--- src/rtl/riscv_mem_arbiter_pkg.sv ---
// Shared types for the RV32I instruction-fetch / data-access memory arbiter.
package riscv_mem_arbiter_pkg;

  localparam int XLEN = 32;

  typedef logic [XLEN-1:0] xlen_t;

  typedef enum logic [1:0] {ARB_IDLE, ARB_BUSY, ARB_RESP} arb_state_e;

  typedef enum logic [1:0] {OWN_NONE, OWN_IF, OWN_DM} arb_owner_e;

  typedef struct packed {
    logic       we;
    xlen_t      addr;
    xlen_t      wdata;
    logic [3:0] be;
  } mem_req_t;

  // A fetch is always a full-word read.
  function automatic mem_req_t fetch_req(input xlen_t addr);
    mem_req_t r;
    r.we    = 1'b0;
    r.addr  = addr;
    r.wdata = '0;
    r.be    = 4'hF;
    return r;
  endfunction

endpackage

--- src/rtl/riscv_arb_starve_ctr.sv ---
// Counts back-to-back data grants that bypassed a waiting fetch; raises
// force_if once the count reaches STARVE_LIMIT.
module riscv_arb_starve_ctr #(
  parameter int STARVE_LIMIT = 4
) (
  input  logic clk,
  input  logic rst_n,
  input  logic if_req,
  input  logic dm_grant,
  input  logic if_grant,
  output logic force_if
);

  logic [3:0] count;

  always_ff @(posedge clk or negedge rst_n) begin
    if (!rst_n) begin
      count <= '0;
    end else if (if_grant) begin
      count <= '0;
    end else if (dm_grant) begin
      count <= if_req ? count + 4'd1 : 4'd0;
    end
  end

  assign force_if = if_req && (count == 4'(STARVE_LIMIT));

endmodule

--- src/rtl/riscv_mem_arbiter.sv ---
// Single-port memory arbiter between IF and MEM stages, data over fetch.
// Define ARB_STARVE_GUARD_EN to force a fetch after STARVE_LIMIT data grants.
module riscv_mem_arbiter
  import riscv_mem_arbiter_pkg::*;
#(
  parameter int STARVE_LIMIT = 4
) (
  input  logic            clk,
  input  logic            rst_n,
  input  logic            if_req,
  input  logic [XLEN-1:0] if_addr,
  output logic            if_ack,
  output logic [XLEN-1:0] if_rdata,
  output logic            if_stall,
  input  logic            dm_req,
  input  logic            dm_we,
  input  logic [XLEN-1:0] dm_addr,
  input  logic [XLEN-1:0] dm_wdata,
  input  logic [3:0]      dm_be,
  output logic            dm_ack,
  output logic [XLEN-1:0] dm_rdata,
  output logic            dm_stall,
  output logic            mem_req,
  output logic            mem_we,
  output logic [XLEN-1:0] mem_addr,
  output logic [XLEN-1:0] mem_wdata,
  output logic [3:0]      mem_be,
  input  logic            mem_ready,
  input  logic [XLEN-1:0] mem_rdata
);

  arb_state_e state;
  arb_owner_e owner;
  mem_req_t   mem_q;
  logic       force_if;
  logic       grant_dm;
  logic       grant_if;

  assign grant_dm = (state == ARB_IDLE) && dm_req && !force_if;
  assign grant_if = (state == ARB_IDLE) && if_req && !grant_dm;

`ifdef ARB_STARVE_GUARD_EN
  riscv_arb_starve_ctr #(
    .STARVE_LIMIT(STARVE_LIMIT)
  ) u_starve_ctr (
    .clk      (clk),
    .rst_n    (rst_n),
    .if_req   (if_req),
    .dm_grant (grant_dm),
    .if_grant (grant_if),
    .force_if (force_if)
  );
`else
  logic [3:0] unused_limit;
  assign unused_limit = 4'(STARVE_LIMIT);
  assign force_if     = 1'b0;
`endif

  // Each access walks IDLE -> BUSY -> RESP; acks are single-cycle pulses in RESP.
  always_ff @(posedge clk or negedge rst_n) begin
    if (!rst_n) begin
      state    <= ARB_IDLE;
      owner    <= OWN_NONE;
      mem_q    <= '0;
      mem_req  <= 1'b0;
      if_ack   <= 1'b0;
      dm_ack   <= 1'b0;
      if_rdata <= '0;
      dm_rdata <= '0;
    end else begin
      case (state)
        ARB_IDLE: begin
          if (grant_dm) begin
            owner       <= OWN_DM;
            mem_q.we    <= dm_we;
            mem_q.addr  <= dm_addr;
            mem_q.wdata <= dm_wdata;
            mem_q.be    <= dm_be;
            mem_req     <= 1'b1;
            state       <= ARB_BUSY;
          end else if (grant_if) begin
            owner   <= OWN_IF;
            mem_q   <= fetch_req(if_addr);
            mem_req <= 1'b1;
            state   <= ARB_BUSY;
          end
        end
        ARB_BUSY: begin
          if (mem_ready) begin
            mem_req <= 1'b0;
            state   <= ARB_RESP;
            if (owner == OWN_IF) begin
              if_ack   <= 1'b1;
              if_rdata <= mem_rdata;
            end else begin
              dm_ack   <= 1'b1;
              dm_rdata <= mem_q.we ? '0 : mem_rdata;
            end
          end
        end
        ARB_RESP: begin
          if_ack <= 1'b0;
          dm_ack <= 1'b0;
          owner  <= OWN_NONE;
          state  <= ARB_IDLE;
        end
        default: state <= ARB_IDLE;
      endcase
    end
  end

  assign mem_we    = mem_q.we;
  assign mem_addr  = mem_q.addr;
  assign mem_wdata = mem_q.wdata;
  assign mem_be    = mem_q.be;

  assign if_stall = if_req & ~if_ack;
  assign dm_stall = dm_req & ~dm_ack;

endmodule

--- config.mk ---
export PLATFORM = sky130hd
export DESIGN_NAME = riscv_mem_arbiter
export DESIGN_NICKNAME = d
export VERILOG_FILES = /design/src/rtl/riscv_mem_arbiter_pkg.sv /design/src/rtl/riscv_arb_starve_ctr.sv /design/src/rtl/riscv_mem_arbiter.sv
export SDC_FILE = /design/constraint.sdc
export NUM_CORES = 1
export LEC_CHECK = 0
export ABC_AREA = 1
export BUFFER_PORTS_ARGS = -buffer_cell sky130_fd_sc_hd__buf_2
export CAP_MARGIN = 20
export CORE_MARGIN = 10
export CORE_UTILIZATION = 40
export CTS_BUF_LIST = sky130_fd_sc_hd__clkbuf_8
export DETAILED_ROUTE_END_ITERATION = 8
export PLACE_DENSITY_LB_ADDON = 0.08
export RECOVER_POWER = 50
export SYNTH_ARGS = -nofsm -noshare
export SYNTH_HDL_FRONTEND = slang
export SYNTH_SLANG_ARGS = --single-unit
--- constraint.sdc ---
create_clock -name clk -period 3.4 [get_ports clk]
set_clock_uncertainty 0.2 [all_clocks]
set_input_delay 0.68 -clock clk [delete_from_list [all_inputs] [get_ports clk]]
set_output_delay 0.68 -clock clk [all_outputs]
set_load 0.01 [all_outputs]
==> flow_summary.toml <==
[run_status]
status = "finished, violations left"
violations = "max-capacitance violations, max-slew violations"

[logic_synthesis]
yosys.area.top_type = "dfrtp_1"
synth_top_area_share_pct = 57.6
ys_async_sr_fraction_pct = 100
syn_inst = 747
synth_flop_cell = "dfrtp_1"
synth-seq-cells = 140
netlist_area_mm2 = 0.00608
yosys-top-cells-count = "334 x nand2_1, 140 x dfrtp_1, 100 x nand3_1"
synth_seq_area_share_pct = 57.6
synthTopCellsByArea = "dfrtp_1 58%, nand2_1 21%, nand3_1 8.2%"
avgSynthCellArea_um2 = 8.14
syn_nets = 885
yosys_warnings = 0
synth_edf_count = 0
yosysMostFrequentCell = "nand2_1"
yosysUniqueCellTypes = 17

[sta]
max_clock_freq_ghz = 0.396
finalHoldViolCount = 0
finalSetupViolations = 0
slew_headroom_pct = -21.5
slew_violations = 71
rsz0062_at_grt = "no"
tightest_slew_ns = 1.82
period_share_pct = 74.2
hold_slack_ns = 0.254
worst_slack_ns = 0.876
tns_ns = 0
fin_crit_ns = 2.52

[finish]
seqCellArea_mm2 = 0.00350
design_area_mm2 = 0.00786
drive_above_1_share_pct = 28.0
fill_cells = 1539
final_util_pct = 52.3
area_growth_pct = 29.1
final_net_count = 1144
multi_input_area_mm2 = 0.00205

[cts]
cts.sinks = 140
numCtsBuffers = 17
cts_setup_buffers = 0
cts_resized = 0
cts_root_buf = "clkbuf_8"
cts_hold_buf = 0
cts_tree = "yes"
clkLatencyLatePin_ns = 0.43
htreeDepth = 4
clkTransAtPathRegs_ns = 0.07
cts_max_path_buffers = 2

[worst_setup_path]
worstSetupStartpointType = "input port"
cp_num_buf_inv = 2
cp_max_fo = 72
path_delay_family = "buffers and inverters"
slowest_delay_ns = 1.12
critPathArrivalTime_ns = 2.56
crit_top_cell = "o21ai_0"
slowest_stage = "clkbuf_2"
path_class = "input port to flop"
crit_path_end_kind = "flop"
cp.required_ns = 3.43
path_cells = "buf_2, o21ai_0, clkbuf_2, o21ai_0"

[detailed_routing]
wl_per_cell_um = 16.4
drtAntennaViolNets = 0
drt_wl_total_mm = 19.8
drt_iter0_markers = 296
vias = 5638
route.detailed.drc = 0
routed_via_density = 4.67
drtPass1Iterations = 4

[min_path]
holdCritPathClass = "input port to flop"

[die]
die_w_um = 143
dieArea_mm2 = 0.0205
fp.coreArea_mm2 = 0.0150
fp.dieH_um = 143
ios = 276
placementRows = 45
start_util_pct = 40.5

[pwr]
powerDensity_mw_per_mm2 = 877
peakVddDrop_mv = 0.380
p_leak_nw = 4.75

[placement]
dpl_worst_slack_ns = 1.11
postPlaceCellArea_mm2 = 0.00757
place_hpwl_mm = 14.3
port_buffers = 275
gp_congestion = 0.779

[global_route]
grt_util_all_layers_pct = 19.1
antenna_found_initial = 1
grt_start_max_net_pins = 73
gr-total-overflow = 0
grt_pass1_vias = 5783
grt_pass1_wl_mm = 31.0

[run]
maxCapViolCount = 1
[area by class of cell]
cell class	instances	area share [%]
inverters	76	3.63
repair buffers	286	18.1
clock buffers	21	3.68
diodes	2	0.0637
well taps	188	2.99
flip-flops and latches	140	44.6
multi-input cells	485	26.1
clock inverters	8	0.892
[worst paths after layout]
path	from	end	slack [ns]	cells after the start
max in group asynchronous	rst_n	mem_addr[25]	1.37	2
min in group asynchronous	rst_n	if_rdata[25]	0.54	1
hold / removal	mem_rdata[31]	if_rdata[31]	0.25	3
setup reg to reg	state[0]	state[0]	0.92	4
hold reg to reg	mem_wdata[13]	mem_wdata[13]	0.27	2
setup / recovery	dm_req	state[0]	0.88	4
[cell families after synthesis]
logic type | share of synthesized area (%)
compound gates | 0.761
buf+inv | 8.45
flops | 57.6
simple gates | 33.2
[through the flow]
stage / std cells / total power [mW]
4_1_cts: 1204 / 7.05
2_1_floorplan: 747 / 4.48
5_1_grt: 1204 / 7.48
3_3_place_gp: 1175 / 5.75
3_5_place_dp: 1175 / 5.78
6_report: 1206 / 6.89
[worst register-to-register path: cells and delay by family, from the launching register on]
family,cells,cell delay (ns)
AND/OR/NAND/NOR,1,0.11
buffers and inverters,1,1.12
flip-flops,1,0.39
AO/OA/AOI/OAI,2,0.46
[power by group]
part	internal, mW	switching [mW]
clock network	0.639	0.617
registers	2.40	0.396
logic	0.979	1.86
total	4.01	2.88
[sequential cells by signal (all words and copies together) (netlist names)]
register	count
mem_be	4
state	2
dm_rdata	32
if_ack	1
mem_we	1
if_rdata	32
owner	2
mem_req	1
mem_wdata	32
dm_ack	1
mem_addr	32
[cells in the final DEF, fill, tap and decap left out, drive strengths merged]
master | Yosys | routed
clkinv | 0 | 4
inv | 76 | 79
bufinv | 0 | 1
clkbuf | 14 | 58
dfrtp | 140 | 140
nand3 | 100 | 100
o21ai | 3 | 3
a21oi | 4 | 4
nand4 | 32 | 32
diode | 0 | 2
nand2 | 335 | 335
nor2 | 11 | 11
buf | 32 | 249
[per-layer routing]
metal / global-route usage, % / vias to the layer above / part of all wire (%)
met3: 7.59 / 20 / 8.5
met2: 31.1 / 200 / 48
met4: 6.18 / 0 / 1.7
met5: 0 / - / 0
li1: - / 2831 / -
met1: 22.6 / 2587 / 42
(Power assumes the default switching activity.)
